`config.mk`:
```
export PLATFORM = sky130hd
export DESIGN_NAME = pipeline_ctrl
export DESIGN_NICKNAME = d
export VERILOG_FILES = /design/src/rtl/pipeline_ctrl.sv
export SDC_FILE = /design/constraint.sdc
export NUM_CORES = 1
export LEC_CHECK = 0
export ABC_CLOCK_PERIOD_IN_PS = 1570
export CORE_ASPECT_RATIO = 1.25
export CORE_UTILIZATION = 26
export CTS_CLUSTER_SIZE = 30
export DETAILED_ROUTE_END_ITERATION = 16
export GPL_TIMING_DRIVEN = 1
export HOLD_SLACK_MARGIN = 0.05
export PLACE_DENSITY_LB_ADDON = 0.15
export RECOVER_POWER = 100
export SYNTH_ARGS = -nofsm -noshare
export SYNTH_HDL_FRONTEND = slang
export SYNTH_SLANG_ARGS = --single-unit
```
`constraint.sdc`:
```
create_clock -name clk -period 1.57 [get_ports clk]
set_clock_uncertainty 0.05 [all_clocks]
set_input_delay 0.471 -clock clk [delete_from_list [all_inputs] [get_ports clk]]
set_output_delay 0.471 -clock clk [all_outputs]
set_load 0.005 [all_outputs]
```
`src/rtl/pipeline_ctrl.sv`:
```
// rtl/pipeline_ctrl.sv - pipeline stall/flush sequencer with post-flush holdoff
// Optional perf counters are built when PIPE_PERF_CNT_EN is defined.

`ifndef ADDR_BUS
`define ADDR_BUS 31:0
`endif

module pipeline_ctrl #(
  parameter logic [31:0] EXC_VECTOR  = 32'hBFC00380,
  parameter int          HOLD_CYCLES = 2
) (
  input  logic             clk,
  input  logic             rst,
  input  logic             stall_req_if,
  input  logic             stall_req_id,
  input  logic             stall_req_ex,
  input  logic             stall_req_mem,
  input  logic             exc_valid,
  input  logic             exc_eret,
  input  logic [`ADDR_BUS] cp0_epc_in,
  output logic [5:0]       stall,
  output logic             flush,
  output logic [`ADDR_BUS] flush_pc,
  output logic             ctrl_busy,
  output logic [31:0]      perf_stall_cycles,
  output logic [15:0]      perf_flush_count
);

  typedef enum logic {RUN, HOLD} state_t;

  state_t     state, state_next;
  logic [3:0] cnt, cnt_next;
  logic [5:0] stall_run, stall_hold;

  always_ff @(posedge clk or negedge rst) begin
    if (!rst) begin
      state <= RUN;
      cnt   <= 4'd0;
    end else begin
      state <= state_next;
      cnt   <= cnt_next;
    end
  end

  always_comb begin
    stall_run = 6'b000000;
    if (stall_req_mem)     stall_run = 6'b011111;
    else if (stall_req_ex) stall_run = 6'b001111;
    else if (stall_req_id) stall_run = 6'b000111;
    else if (stall_req_if) stall_run = 6'b000011;

    // Requests from ID/EX come from flushed bubbles during the holdoff window
    stall_hold = 6'b000000;
    if (stall_req_mem)     stall_hold = 6'b011111;
    else if (stall_req_if) stall_hold = 6'b000011;
  end

  always_comb begin
    state_next = state;
    cnt_next   = cnt;
    stall      = 6'b000000;
    flush      = 1'b0;
    flush_pc   = '0;
    ctrl_busy  = 1'b0;
    if (rst) begin
      case (state)
        RUN: begin
          if (exc_valid && !stall_req_mem) begin
            flush      = 1'b1;
            flush_pc   = exc_eret ? cp0_epc_in : EXC_VECTOR;
            cnt_next   = 4'(HOLD_CYCLES - 1);
            state_next = HOLD;
          end else begin
            stall = stall_run;
          end
        end
        HOLD: begin
          ctrl_busy = 1'b1;
          stall     = stall_hold;
          // Fetch stalls freeze the counter so the refill window is not consumed
          if (!stall_req_if) begin
            if (cnt == 4'd0) state_next = RUN;
            else             cnt_next   = cnt - 4'd1;
          end
        end
        default: state_next = RUN;
      endcase
    end
  end

`ifdef PIPE_PERF_CNT_EN
  logic [31:0] stall_cnt;
  logic [15:0] flush_cnt;

  always_ff @(posedge clk or negedge rst) begin
    if (!rst) begin
      stall_cnt <= 32'd0;
      flush_cnt <= 16'd0;
    end else begin
      if (stall != 6'b000000 && stall_cnt != '1) stall_cnt <= stall_cnt + 32'd1;
      if (flush && flush_cnt != '1)              flush_cnt <= flush_cnt + 16'd1;
    end
  end

  assign perf_stall_cycles = stall_cnt;
  assign perf_flush_count  = flush_cnt;
`else
  assign perf_stall_cycles = 32'd0;
  assign perf_flush_count  = 16'd0;
`endif

endmodule

```
* Word level (Yosys, flattened, before mapping) *
Cells that the tools add are included.
W data, S select, Z words.

word-level totals
  bits in registers = 5
  input port bits = 40
  output and inout bits = 88
  logic and storage cells = 35

cells by class
  add/subtract/negate cells = 1
  eq/ne operators = 3
  mux-type cells = 24
  bitwise logic cells = 1
  reduce and logical (&&, ||, !) cells = 4

operators by type and width
  operator               count
  $mux W32               4
  $mux W4                4
  $mux W6                2
  $pmux W6 S2            1
  $mux W5                2
  $pmux W4 S2            1
  $mux W1                7
  $ne A2 B2 Y1 const B   3
  $logic_not A4 Y1       1
  $reduce_and A4 Y1      1
  $sub A4 B1 Y4 const B  1
  $mux W3                1
  $mux W2                1
  $pmux W1 S2            1
  $logic_and A1 B1 Y1    1
  $logic_not A1 Y1       1
  $not A1 Y1             1

* Logic depth before layout (Yosys ltp) *
  word-level depth = 7
  depth in mapped cells = 6
  depth with buffers taken out = 6

* Worst setup path after synthesis *
Ideal clock, no wire load.

  kind = input to output
  from = input stall_req_ex
  to = output stall[1]
  arrival = 1.066 ns
  required time = 1.049 ns
  path slack = -0.017 ns
  stages = 5
  cell sequence = nor2_1 -> nor2_1 -> a2bb2oi_1 -> o21a_1 -> buf_4

on the way
  word-level cells in the longest chain between the ends = 5

ends and longest elaborated chain
  item             line  text
  start, declared  16    input logic stall_req_ex,
  $mux W4          48    else if (stall_req_ex) stall_run = 6'b001111;
  $mux W5          47    if (stall_req_mem) stall_run = 6'b011111;
  $mux W5          68    if (exc_valid && !stall_req_mem) begin
  $pmux W6 S2      66    case (state)
  $mux W6          65    if (rst) begin
  end, declared    21    output logic [5:0] stall,

No other way between the ends.

* Final worst setup path *
  from = input exc_valid
  to = output flush_pc[19]

on the way
  word-level cells in the longest chain between the ends = 4

ends and longest elaborated chain
  item                 line  text
  start, declared      18    input logic exc_valid,
  $logic_and A1 B1 Y1  68
  $mux W32             68
  $mux W32             66
  $mux W32             65
  end, declared        23    output logic [`ADDR_BUS] flush_pc,

No other way between the ends.

==> run_results.csv <==
group,metric,value,unit
status,violations,"setup timing",
drt,detail-route-antenna-nets,0,
power_and_ir_drop,powerDensity,540.2,mW/mm^2
timing,max_freq,475.6,MHz
timing,finalCritPeriodShare,133.9,%
global_route,grt_overflow_total,0,
synthesis,synthCells,135,
power_and_ir_drop,clkPwrFrac,21.9,%
global_route,grt_pass1_wl,5.271,mm
power_and_ir_drop,p_int,0.0006962,W
global_route,antenna_found_initial,0,
layout,syn_to_final_growth,95.53,%
drt,drt_pass1_iterations,4,
synthesis,synth_area_per_cell,7.665,um^2
placed_design,dpl_cell_area,0.001734,mm^2
floorplan,die-height,72.53,um
global_route,grt_use_total,15.96,%
drt,drc,0,
timing,slew_headroom,64.97,%
setup_path,startpoint_type,"primary input",
setup_path,cp_slowest_cell,"nor2_4",
setup_path,end_kind,"output pin",
drt,avgViaCountPerCell,3.915,
job,maxCapViolCount,0,
clocking,cts_tree,"yes",
drt,drt_iter0_drc,23,
synthesis,syn_area,0.001035,mm^2
setup_path,criticalPathCategory,"in -> out",
floorplan,rows,25,
power_and_ir_drop,peakVddDrop,0.0004433,V
clocking,cts.sinks,5,
power_and_ir_drop,switching_share,36.30,%
drt,routed-via-count,1155,
placed_design,gp_congestion,0.7294,
clocking,root_buffer,"clkbuf_8",
power_and_ir_drop,power.share.combinational,56.4,%
setup_path,cp_cell_sequence,"clkdlybuf4s15_2, nand4_1, nor2_4, buf_6, buf_6, buf_6, and2_4, buf_6",
timing,tightest_slew,0.5255,ns
setup_path,crit_buf_inv,5,
power_and_ir_drop,leakagePower,1.042,nW
drt,wl,3.699,mm
timing,hold_viol_final,0,
global_route,grt_pass1_vias,1044,
floorplan,dieArea,0.004238,mm^2
layout,drive_above_1_share,43.57,%
clocking,clk_pin_slew_worst_paths,0.04,ns
setup_path,critPathMaxFanout,4,
power_and_ir_drop,power_switching,0.0003968,W
clocking,htreeDepth,1,
placed_design,hpwl,2.657,mm
layout,nets,283,
clocking,cts.path.max_buffers,2,
synthesis,synth_cell_types,28,
setup_path,worstPathArrival,1.58,ns
floorplan,start_util,27.34,%
synthesis,synth_seq_cells,5,
setup_path,crit_family,"buffers and inverters",
clocking,cts_made_buffers,3,
global_route,grt_max_degree,13,
layout,final_cell_area,0.002023,mm^2
setup_path,path_common_cell,"buf_6",
synthesis,yosysWarningCount,0,
layout,diodes,0,
hold_path,min_path_type,"in -> async",
timing,rsz0062_at_grt,"true",
setup_path,cp_data_required_time,1.05,ns
timing,period_needed,2.103,ns
drt,wl_per_cell,12.54,um
timing,setup_viol,41,
timing,hold_ws,0.3676,ns
setup_path,max_stage_delay,0.22,ns
layout,multi_input_area,740.7,um^2
floorplan,core,0.003785,mm^2
timing,fin_ws,-0.5327,ns
power_and_ir_drop,power_frac_seq,21.7,%
timing,slew_violations,0,
floorplan,ios,128,
layout,regArea,125.1,um^2
status,status,"finished, violations left",
synthesis,ys_seq_area_share,12.09,%
clocking,clkLatencyLatePin,0.22,ns
layout,fill_cells,385,
placed_design,port_buffers,78,
floorplan,fp.dieW,58.43,um
metrics by stage:
step           utilization [%]  setup TNS, ns  instances  total power (W)  worst slack [ns]
6_report                 53.45         -16.18        295         0.001093           -0.5327
4_1_cts                  50.35         -16.87        294         0.001033           -0.5754
3_5_place_dp             45.82         -40.31        270        0.0007737            -1.062
3_3_place_gp             45.82         -39.58        270        0.0007508            -1.032
5_1_grt                  53.45         -20.62        295         0.001180           -0.6338
2_1_floorplan                -              0        183        0.0006106          0.004699
placed cells by master (no fill, tap or decap), types with 2 or more instances in the layout:
cell / count
nand2b_1: 2
conb_1: 49
o21ai_1: 4
buf_4: 9
clkbuf_1: 2
clkdlybuf4s50_1: 33
clkdlybuf4s15_1: 3
nand2_1: 3
dlygate4sd2_1: 2
o21a_1: 14
clkdlybuf4s15_2: 2
buf_2: 19
inv_1: 2
dfrtp_1: 5
and2_1: 5
a21oi_1: 2
buf_6: 38
nor2_1: 3
clkbuf_8: 3
and2_4: 17
and2b_2: 2
inv_2: 3
registers in the layout, summed over array words and instances, names as in the netlist:
signal,count
state,1
cnt,4
path summary, 6_finish.rpt:
kind | from | end | slack (ns) | cells past startpoint
min reg2reg | cnt[2] | cnt[2] | 0.44 | 1
max reg2reg | state | cnt[0] | 0.09 | 4
min in group clk | cnt[2] | cnt[2] | 0.44 | 1
max | exc_valid | flush_pc[19] | -0.53 | 8
max in group asynchronous | rst | state | 0.75 | 3
min | rst | cnt[2] | 0.37 | 3
cells in the mapped netlist, drive strengths merged:
library cell / number / area share [%]
or4: 1 / 1.1
o32a: 1 / 0.97
and2b: 3 / 2.7
a22o: 1 / 0.85
nand2b: 2 / 1.2
nand2: 3 / 1.1
nor2b: 1 / 0.60
nand3: 2 / 0.97
o21ai: 4 / 1.9
conb: 1 / 0.36
o221ai: 1 / 2.5
a2bb2oi: 1 / 0.85
dfrtp: 5 / 12
o31ai: 1 / 1.2
o311ai: 1 / 1.6
a21oi: 2 / 0.97
nor3: 1 / 0.48
and2: 22 / 13
clkbuf: 1 / 0.36
ha: 1 / 1.2
nor2: 5 / 1.8
buf: 54 / 39
nand4: 1 / 0.60
inv: 6 / 2.2
o21a: 14 / 10
layer usage:
layer  global-route usage [%]  vias to the layer above  wire [um]
met3                    3.030                        5        307
li1                         -                      552          -
met5                        0                        -          0
met2                    31.16                       71       2006
met4                    3.175                        0         43
met1                    17.49                      527       1341
power by group through the flow:
| stage | Clock (W) | Sequential [W] | Combinational, W |
|---|---|---|---|
| final | 0.000240 | 0.000237 | 0.000616 |
| after global routing | 0.000251 | 0.000246 | 0.000683 |
| after CTS | 0.000241 | 0.000231 | 0.000561 |
| after detailed placement | 0 | 0.000231 | 0.000542 |
| after global placement | 0 | 0.000228 | 0.000522 |
| after floorplan | 0 | 0.000220 | 0.000391 |
kinds of logic after synthesis:
group,share of synthesized area (%)
buf+inv,41.47
other cells,0.3624
fa+ha+maj,1.209
simple gates,23.82
compound gates,21.04
flops,12.09
worst reg2reg max path: stages, from the launching register on:
cell      delay, ns
dfrtp_1        0.38
buf_4          0.19
nand2b_1       0.19
o221ai_4       0.18
o32a_1         0.38
cell type report:
cell class	instances	area share [%]
Inverter	6	1.484
Sequential cell	5	6.184
Tap cell	54	3.340
Clock buffer	4	2.226
Timing Repair Buffer	109	50.15
Multi-Input combinational cell	117	36.61
repair_timing:
item,4_1_cts,5_1_grt
gates cloned,3,0
setup endpoints to repair,43,39
setup buffers,17,2
endpoints found under the hold margin,0,0
hold buffers,0,0
gates resized for setup,208,28
pin swaps,22,8
No activity file was read; power rests on OpenSTA's default activity.
